$ cat src/rtl/axi4_lite_master_ctrl.sv
// ---------------------------------------------------------------------------
// axi4_lite_master_ctrl
// Single-outstanding AXI4-Lite master. A one-cycle start pulse launches either
// a write (AW + W, then B) or a read (AR, then R). When the transaction ends,
// the response is returned together with a one-cycle done pulse. A watchdog
// counter aborts any phase that stalls for TIMEOUT cycles without a handshake.
// All outputs come straight from flops.
// ---------------------------------------------------------------------------
module axi4_lite_master_ctrl #(
    parameter int ADDR_WIDTH = 32,
    parameter int DATA_WIDTH = 32,
    parameter int TIMEOUT    = 256
) (
    input  logic                    clk,
    input  logic                    rst,
    input  logic                    start,
    input  logic                    wr_rd,
    input  logic [ADDR_WIDTH-1:0]   addr,
    input  logic [DATA_WIDTH-1:0]   wdata,
    output logic                    busy,
    output logic                    done,
    output logic [DATA_WIDTH-1:0]   rdata,
    output logic [1:0]              resp,
    output logic                    timeout,
    output logic [ADDR_WIDTH-1:0]   m_axi_awaddr,
    output logic                    m_axi_awvalid,
    input  logic                    m_axi_awready,
    output logic [DATA_WIDTH-1:0]   m_axi_wdata,
    output logic [DATA_WIDTH/8-1:0] m_axi_wstrb,
    output logic                    m_axi_wvalid,
    input  logic                    m_axi_wready,
    input  logic [1:0]              m_axi_bresp,
    input  logic                    m_axi_bvalid,
    output logic                    m_axi_bready,
    output logic [ADDR_WIDTH-1:0]   m_axi_araddr,
    output logic                    m_axi_arvalid,
    input  logic                    m_axi_arready,
    input  logic [DATA_WIDTH-1:0]   m_axi_rdata,
    input  logic [1:0]              m_axi_rresp,
    input  logic                    m_axi_rvalid,
    output logic                    m_axi_rready
);

    localparam int STRB_WIDTH = DATA_WIDTH / 8;
    // Counter only has to reach TIMEOUT-1; keep at least one bit.
    localparam int CNT_WIDTH  = (TIMEOUT > 2) ? $clog2(TIMEOUT) : 1;
    localparam logic [CNT_WIDTH-1:0] CNT_LAST =
        (TIMEOUT > 0) ? CNT_WIDTH'(TIMEOUT - 1) : {CNT_WIDTH{1'b0}};
    localparam logic [1:0] RESP_SLVERR = 2'b10;

    typedef enum logic [2:0] {
        S_IDLE         = 3'd0,
        S_WR_ADDR_DATA = 3'd1,
        S_WR_RESP      = 3'd2,
        S_RD_ADDR      = 3'd3,
        S_RD_DATA      = 3'd4
    } state_t;

    state_t                  r_state;
    logic [CNT_WIDTH-1:0]    r_cnt;
    logic                    r_busy;
    logic                    r_done;
    logic                    r_timeout;
    logic [DATA_WIDTH-1:0]   r_rdata;
    logic [1:0]              r_resp;
    logic [ADDR_WIDTH-1:0]   r_awaddr;
    logic                    r_awvalid;
    logic [DATA_WIDTH-1:0]   r_wdata;
    logic                    r_wvalid;
    logic                    r_bready;
    logic [ADDR_WIDTH-1:0]   r_araddr;
    logic                    r_arvalid;
    logic                    r_rready;

    logic w_aw_hs;
    logic w_w_hs;
    logic w_b_hs;
    logic w_ar_hs;
    logic w_r_hs;
    logic w_any_hs;
    logic w_wr_both;
    logic w_abort;

    // A handshake can only occur in the state that owns the valid/ready, so
    // these need no further state qualification.
    assign w_aw_hs  = r_awvalid & m_axi_awready;
    assign w_w_hs   = r_wvalid  & m_axi_wready;
    assign w_b_hs   = r_bready  & m_axi_bvalid;
    assign w_ar_hs  = r_arvalid & m_axi_arready;
    assign w_r_hs   = r_rready  & m_axi_rvalid;
    assign w_any_hs = w_aw_hs | w_w_hs | w_b_hs | w_ar_hs | w_r_hs;

    // In the address/data phase a low valid means that channel already
    // handshook, so both are finished once each is either low or completing.
    assign w_wr_both = (w_aw_hs | ~r_awvalid) & (w_w_hs | ~r_wvalid);

    // Watchdog fires only when a phase is stalled; a handshake on the same
    // cycle always wins.
    assign w_abort = (TIMEOUT != 0) && (r_state != S_IDLE) && !w_any_hs &&
                     (r_cnt == CNT_LAST);

    // Transaction FSM: sequences the AXI channels and owns every output flop.
    always_ff @(posedge clk) begin
        if (rst) begin
            r_state   <= S_IDLE;
            r_cnt     <= {CNT_WIDTH{1'b0}};
            r_busy    <= 1'b0;
            r_done    <= 1'b0;
            r_timeout <= 1'b0;
            r_rdata   <= {DATA_WIDTH{1'b0}};
            r_resp    <= 2'b00;
            r_awaddr  <= {ADDR_WIDTH{1'b0}};
            r_awvalid <= 1'b0;
            r_wdata   <= {DATA_WIDTH{1'b0}};
            r_wvalid  <= 1'b0;
            r_bready  <= 1'b0;
            r_araddr  <= {ADDR_WIDTH{1'b0}};
            r_arvalid <= 1'b0;
            r_rready  <= 1'b0;
        end else if (w_abort) begin
            r_state   <= S_IDLE;
            r_awvalid <= 1'b0;
            r_wvalid  <= 1'b0;
            r_bready  <= 1'b0;
            r_arvalid <= 1'b0;
            r_rready  <= 1'b0;
            r_busy    <= 1'b0;
            r_done    <= 1'b1;
            r_timeout <= 1'b1;
            r_resp    <= RESP_SLVERR;
        end else begin
            r_done    <= 1'b0;
            r_timeout <= 1'b0;
            case (r_state)
                S_IDLE: begin
                    if (start) begin
                        r_busy <= 1'b1;
                        r_cnt  <= {CNT_WIDTH{1'b0}};
                        if (wr_rd) begin
                            r_awaddr  <= addr;
                            r_wdata   <= wdata;
                            r_awvalid <= 1'b1;
                            r_wvalid  <= 1'b1;
                            r_state   <= S_WR_ADDR_DATA;
                        end else begin
                            r_araddr  <= addr;
                            r_arvalid <= 1'b1;
                            r_state   <= S_RD_ADDR;
                        end
                    end else begin
                        r_busy <= 1'b0;
                    end
                end
                S_WR_ADDR_DATA: begin
                    if (w_aw_hs) begin
                        r_awvalid <= 1'b0;
                    end else begin
                        r_awvalid <= r_awvalid;
                    end
                    if (w_w_hs) begin
                        r_wvalid <= 1'b0;
                    end else begin
                        r_wvalid <= r_wvalid;
                    end
                    if (w_wr_both) begin
                        r_bready <= 1'b1;
                        r_cnt    <= {CNT_WIDTH{1'b0}};
                        r_state  <= S_WR_RESP;
                    end else if (w_aw_hs || w_w_hs) begin
                        r_cnt <= {CNT_WIDTH{1'b0}};
                    end else begin
                        r_cnt <= r_cnt + CNT_WIDTH'(1);
                    end
                end
                S_WR_RESP: begin
                    if (w_b_hs) begin
                        r_resp   <= m_axi_bresp;
                        r_bready <= 1'b0;
                        r_done   <= 1'b1;
                        r_busy   <= 1'b0;
                        r_state  <= S_IDLE;
                    end else begin
                        r_cnt <= r_cnt + CNT_WIDTH'(1);
                    end
                end
                S_RD_ADDR: begin
                    if (w_ar_hs) begin
                        r_arvalid <= 1'b0;
                        r_rready  <= 1'b1;
                        r_cnt     <= {CNT_WIDTH{1'b0}};
                        r_state   <= S_RD_DATA;
                    end else begin
                        r_cnt <= r_cnt + CNT_WIDTH'(1);
                    end
                end
                S_RD_DATA: begin
                    if (w_r_hs) begin
                        r_rdata  <= m_axi_rdata;
                        r_resp   <= m_axi_rresp;
                        r_rready <= 1'b0;
                        r_done   <= 1'b1;
                        r_busy   <= 1'b0;
                        r_state  <= S_IDLE;
                    end else begin
                        r_cnt <= r_cnt + CNT_WIDTH'(1);
                    end
                end
                default: begin
                    r_state   <= S_IDLE;
                    r_busy    <= 1'b0;
                    r_awvalid <= 1'b0;
                    r_wvalid  <= 1'b0;
                    r_bready  <= 1'b0;
                    r_arvalid <= 1'b0;
                    r_rready  <= 1'b0;
                end
            endcase
        end
    end

    assign busy          = r_busy;
    assign done          = r_done;
    assign rdata         = r_rdata;
    assign resp          = r_resp;
    assign timeout       = r_timeout;
    assign m_axi_awaddr  = r_awaddr;
    assign m_axi_awvalid = r_awvalid;
    assign m_axi_wdata   = r_wdata;
    assign m_axi_wstrb   = {STRB_WIDTH{1'b1}};
    assign m_axi_wvalid  = r_wvalid;
    assign m_axi_bready  = r_bready;
    assign m_axi_araddr  = r_araddr;
    assign m_axi_arvalid = r_arvalid;
    assign m_axi_rready  = r_rready;

endmodule

$ cat config.mk
export PLATFORM = sky130hd
export DESIGN_NAME = axi4_lite_master_ctrl
export DESIGN_NICKNAME = d
export VERILOG_FILES = /design/src/rtl/axi4_lite_master_ctrl.sv
export SDC_FILE = /design/constraint.sdc
export NUM_CORES = 1
export LEC_CHECK = 0
export ABC_AREA = 1
export ABC_CLOCK_PERIOD_IN_PS = 3100
export CAP_MARGIN = 40
export CORE_ASPECT_RATIO = 1.4
export CORE_MARGIN = 4
export CORE_UTILIZATION = 30
export CTS_BUF_LIST = sky130_fd_sc_hd__clkbuf_4
export DETAILED_ROUTE_END_ITERATION = 8
export GPL_TIMING_DRIVEN = 0
export SLEW_MARGIN = 10
export SYNTH_ARGS = -nofsm -noshare
export SYNTH_HDL_FRONTEND = slang
export SYNTH_SLANG_ARGS = --single-unit
$ cat constraint.sdc
create_clock -name clk -period 3.1 [get_ports clk]
set_input_delay 0.62 -clock clk [delete_from_list [all_inputs] [get_ports clk]]
set_output_delay 0.62 -clock clk [all_outputs]
set_load 0.05 [all_outputs]
Yosys cells after proc, flatten, opt, wreduce, memory -nomap -nowiden
Index checks and enable logic that the tools add are counted.
{"block": "totals", "regBits": 149, "latch_bits": 0, "ram_bits": 0, "romBits": 0, "word_cells": 125, "n_memories": 0}
{"block": "classes", "add_sub_neg": 1, "mul": 0, "div": 0, "magnitude_cmp": 0, "eq_ne": 18, "shift": 0, "mux": 41, "n_bitwise": 21, "reduce_logical": 28}
{"cell": "$mux 8", "n": 6}
{"cell": "$pmux 8 s5", "n": 1}
{"cell": "$ne 2x2->1 const B", "n": 11}
{"cell": "$reduce_and 4->1", "n": 5}
{"cell": "$reduce_and 3->1", "n": 6}
{"cell": "$mux 1", "n": 16}
{"cell": "$mux 3", "n": 5}
{"cell": "$pmux 1 s3", "n": 5}
{"cell": "$pmux 3 s5", "n": 1}
{"cell": "$reduce_or 3->1", "n": 4}
{"cell": "$reduce_and 5->1", "n": 2}
{"cell": "$not 1->1", "n": 9}
{"cell": "$add 8x1->8 const B", "n": 1}
{"cell": "$eq 8x8->1 const B", "n": 1}
{"cell": "$mux 2", "n": 4}
{"cell": "$and 1x1->1", "n": 6}
{"cell": "$eq 3x2->1 const B", "n": 2}
{"cell": "$ne 3x3->1 const B", "n": 2}
{"cell": "$or 1x1->1", "n": 6}
{"cell": "$reduce_bool 3->1", "n": 2}
{"cell": "$reduce_bool 5->1", "n": 1}
{"cell": "$pmux 1 s4", "n": 1}
{"cell": "$pmux 2 s2", "n": 1}
{"cell": "$reduce_or 2->1", "n": 2}
{"cell": "other kinds (8)", "n": 9}

Logic depth before layout (Yosys ltp)
{"block": "depth", "word_depth": 10, "mapped_depth": 11, "ltp_nobuf": 10}

Worst setup path after synthesis
Ideal clock, no wire load.
{"block": "synth_timing", "path_kind": "register to register", "start": "register r_rready, in the netlist m_axi_rready", "end": "register r_cnt[5]", "setup_ns": 0.115, "arrival_ns": 1.555, "required_ns": 2.985, "path_slack_ns": 1.430, "path_stages_with_launch": 11, "path_buffers": 1, "cell_sequence": "dfxtp_1 -> nand2_1 -> nand2_1 -> inv_1 -> nand2_1 -> nor2_1 -> nand2_2 -> nand3_4 -> buf_6 -> o21bai_1 -> nor2_1"}
{"block": "synth_between", "elab_chain_len": 7}
{"item": "start, declared", "line": "73", "rtl": "logic r_rready;"}
{"item": "start signal, assigned", "line": "119", "rtl": "r_rready <= 1'b0;"}
{"item": "start signal, assigned", "line": "126", "rtl": "r_rready <= 1'b0;"}
{"item": "start signal, assigned", "line": "189", "rtl": "r_rready <= 1'b1;"}
{"item": "$and 1x1->1 *", "line": "90", "rtl": "assign w_r_hs = r_rready & m_axi_rvalid;"}
{"item": "$or 1x1->1", "line": "91", "rtl": "assign w_any_hs = w_aw_hs | w_w_hs | w_b_hs | w_ar_hs | w_r_hs;"}
{"item": "$logic_not 1->1", "line": "99", "rtl": "assign w_abort = (TIMEOUT != 0) && (r_state != S_IDLE) && !w_any_hs &&"}
{"item": "$logic_and 1x1->1 (2 in series)", "line": "99"}
{"item": "$not 1->1 (no line)"}
{"item": "$reduce_and 5->1 (no line) *"}
{"item": "end signal, assigned", "line": "106", "rtl": "r_cnt <= {CNT_WIDTH{1'b0}};"}
{"item": "end signal, assigned", "line": "138", "rtl": "r_cnt <= {CNT_WIDTH{1'b0}};"}
{"item": "end signal, assigned", "line": "167", "rtl": "r_cnt <= {CNT_WIDTH{1'b0}};"}
{"item": "end, declared", "line": "60", "rtl": "logic [CNT_WIDTH-1:0] r_cnt;"}
Mark *: on every way between the ends. The rest lies on a longest branch, timed or not.
A chain may end at the register's enable or synchronous reset.

Final worst setup path
{"block": "layout_timing", "start": "register r_wdata[1], in the netlist m_axi_wdata[1]", "end": "output m_axi_wdata[1]"}
{"item": "start, declared", "line": "68", "rtl": "logic [DATA_WIDTH-1:0] r_wdata;"}
{"item": "start signal, assigned", "line": "114", "rtl": "r_wdata <= {DATA_WIDTH{1'b0}};"}
{"item": "start signal, assigned", "line": "141", "rtl": "r_wdata <= wdata;"}
{"item": "end, declared", "line": "28", "rtl": "output logic [DATA_WIDTH-1:0] m_axi_wdata,"}
No word-level cell between the ends.

==> impl_metrics.csv <==
group,metric,value,unit
run_status,outcome,"finished, final reports clean",
worst_setup_path,crit_family,"buffers and inverters",
global_routing,first_global_vias,5738,
worst_setup_path,cp_slowest_cell,"clkdlybuf4s50_1",
cts,htreeDepth,4,
global_routing,antenna_found_initial,1,
floorplan,die_h,173,microns
worst_setup_path,cp-start-kind,"flop",
place,place_ws,228,ps
global_routing,grt_max_degree,17,
worst_setup_path,crit_cells,1,
worst_setup_path,worstSetupPathType,"reg -> out",
route,ant_nets,0,
timing,period_needed,2380,ps
cts,cts_made_buffers,17,
synth,mappedNetlistArea,0.00582,sq mm
power,cellLeakagePower,3.58,nW
timing,tns,0,ps
cts,clk-insertion-delay-late,540,ps
route,dr.pass1.iters,5,
synth,seq_area_frac_synth,51.2,%
place,numPortBuffers,246,
min_path,worstHoldStart,"m_axi_awaddr[27]$_SDFFE_PP0P_",
global_routing,grt-ovfl-total,0,
cts,cts_sinks,149,
finish,final_core_utilization,46.4,%
cts,holdBufCountCts,0,
synth,synth_most_common_cell,"nor2_1",
timing,final_hold_viol_count,0,
route,post-route-drc-count,0,
min_path,hold_path.class,"reg -> reg",
floorplan,core_area,0.0191,sq mm
floorplan,start_util,30.4,%
floorplan,die_w,126,microns
place,globalplace.congestion,0.834,
synth,synthFlopType,"dfxtp_1",
place,place_area,0.00860,sq mm
worst_setup_path,required,2480,ps
worst_setup_path,crit_fanout,2,
floorplan,die-area,0.0217,sq mm
cts,clock_path_buffers,2,
worst_setup_path,cp_slowest_stage_delay,830,ps
synth,ys_top_cells_by_count,"nor2_1 (151), dfxtp_1 (149), o21ai_0 (132)",
worst_setup_path,crit_buf_inv,1,
run,max_cap_viol_count,0,
synth,synthCells,766,
synth,ys_seq_elements,149,
cts,cts_root_buffer,"clkbuf_4",
cts,tritoncts,"done",
finish,final_nets,1144,
synth,synth.top_cell.area_share,51.2,%
route,vias,5661,
synth,async_flop_share,0,%
synth,yosysUniqueCellTypes,30,
worst_setup_path,crit_path_end_kind,"output pin",
synth,synth_edf_count,0,
global_routing,grt_usage,17.5,%
worst_setup_path,arrival,1760,ps
power,powerDensity,622,mW/mm^2
timing,period_share,76.7,%
synth,yosysWarnings,0,
route,drt-total-wl,18900,microns
route,via_per_inst,4.37,
finish,fin_area,0.00888,sq mm
floorplan,pin_count,251,
floorplan,rows,60,
timing,max_slew.worst_pin.slew,562,ps
worst_setup_path,r2r-start,"r_state[1]$_SDFFE_PP0P_",
timing,fmax,0.421,GHz
cts,cts.clk_slew.worst_paths,120,ps
route,drt_iter0_drc,213,
place,dp_hpwl,14700,microns
synth,netlist_top_cells_area,"dfxtp_1 (51%), o21ai_0 (11%), nor2_1 (9.7%)",
timing,skew,26.1,ps
route,routedWlPerCell,14.6,microns
finish,fill_cells,1996,
worst_setup_path,reg2reg_depth,8,
power,ir_drop,374,uV
worst_setup_path,critical_path.startpoint,"m_axi_wdata[1]$_SDFFE_PP0P_",
worst_setup_path,path_cells,"clkdlybuf4s50_1",
timing,relSlewSlack,62.4,%
synth,syn_area_per_cell,7.60,sq um
finish,drive_gt1_share,7.74,%
timing,setup_viol_count_final,0,
timing,fin_ws,723,ps
cts,postCtsResizedCells,0,
timing,slew_violations,0,
global_routing,grt_pass1_wl,30500,microns
worst_setup_path,r2r_slack,1440,ps
worst_setup_path,worstSetupEndpoint,"m_axi_wdata[1]",
timing,rsz0062_at_grt,"no",
timing,hold_ws,450,ps
synth,yosysTopAreaCell,"dfxtp_1",
cts,cts_setup_buffers,0,
worst_setup_path,timing.rr.end,"resp[1]$_SDFFE_PP0P_",
finish,area_growth,52.6,%
[cell usage in the layout, fill, tap and decap left out, types with 3 or more instances in the layout]
master             n
nand2_1           63
clkinv_4           3
buf_2             14
inv_6              3
nor2_1           151
clkinvlp_4         3
a21oi_1           88
inv_1             95
o21ai_0          132
inv_2              4
conb_1             4
nand3_2            3
nand3_1            6
nand2_2            4
clkbuf_4          18
clkdlybuf4s50_1  246
nand2_4            4
buf_6              4
clkbuf_1          19
inv_8              3
buf_4              8
o21ai_1            3
dfxtp_1          149
[stage by stage]
stage | std cells | total power, mW
final | 1296 | 5.53
after global routing | 1296 | 5.86
after CTS | 1295 | 5.62
after detailed placement | 1263 | 4.38
after global placement | 1263 | 4.38
after floorplan | 769 | 3.63
[layer usage]
metal  share of wire, %  routed length [microns]  track usage [%]  up-vias
li1                   -                        -                -     2974
met4                2.8                      537             6.92        0
met1                 39                     7420             19.0     2487
met5                  0                        0                0        -
met2                 51                     9630             30.8      170
met3                7.1                     1340             6.09       30
[cells by family after synthesis]
group	share of synthesized area, %
AND/OR/NAND/NOR	17.6
AO/OA/AOI/OAI	19.8
buffers and inverters	10.9
flip-flops	51.2
XOR/XNOR	0.151
adder cells (fa/ha/maj)	0.215
other	0.0644
[how the worst min path moves through the flow]
stage	slack, ps	end	cells after the start
floorplan	510	r_state[0]$_SDFFE_PP0P_	2
global placement	430	m_axi_awaddr[10]$_SDFFE_PP0P_	2
CTS	450	m_axi_awaddr[28]$_SDFFE_PP0P_	2
global route	470	m_axi_awaddr[9]$_SDFFE_PP0P_	2
finish	450	m_axi_awaddr[27]$_SDFFE_PP0P_	2
detailed placement	440	m_axi_awaddr[28]$_SDFFE_PP0P_	2
[power by group]
part           internal [mW]  leakage (nW)  switching [mW]
clock network          0.431         0.143           0.775
logic                  0.708          2.22            1.34
registers               2.14          1.22           0.133
total                   3.28          3.58            2.25
[state kept, by name, indices dropped and copies added (netlist names), 2 cells and up]
| name | count |
|---|---|
| r_cnt | 8 |
| rdata | 32 |
| m_axi_wdata | 32 |
| resp | 2 |
| m_axi_awaddr | 32 |
| r_state | 3 |
| m_axi_araddr | 32 |
[cell type report]
type / instances / area, sq um / area share [%]
inverters: 102 / 388 / 4.37
repair buffers: 246 / 2460 / 27.7
flip-flops and latches: 149 / 2980 / 33.6
clock buffers: 18 / 135 / 1.52
clock inverters: 14 / 143 / 1.61
plain buffers: 45 / 246 / 2.77
diodes: 1 / 2.50 / 0.0282
multi-input cells: 473 / 2210 / 24.9
well taps: 248 / 310 / 3.49
Note: power is estimated with default switching activity, not from simulation.
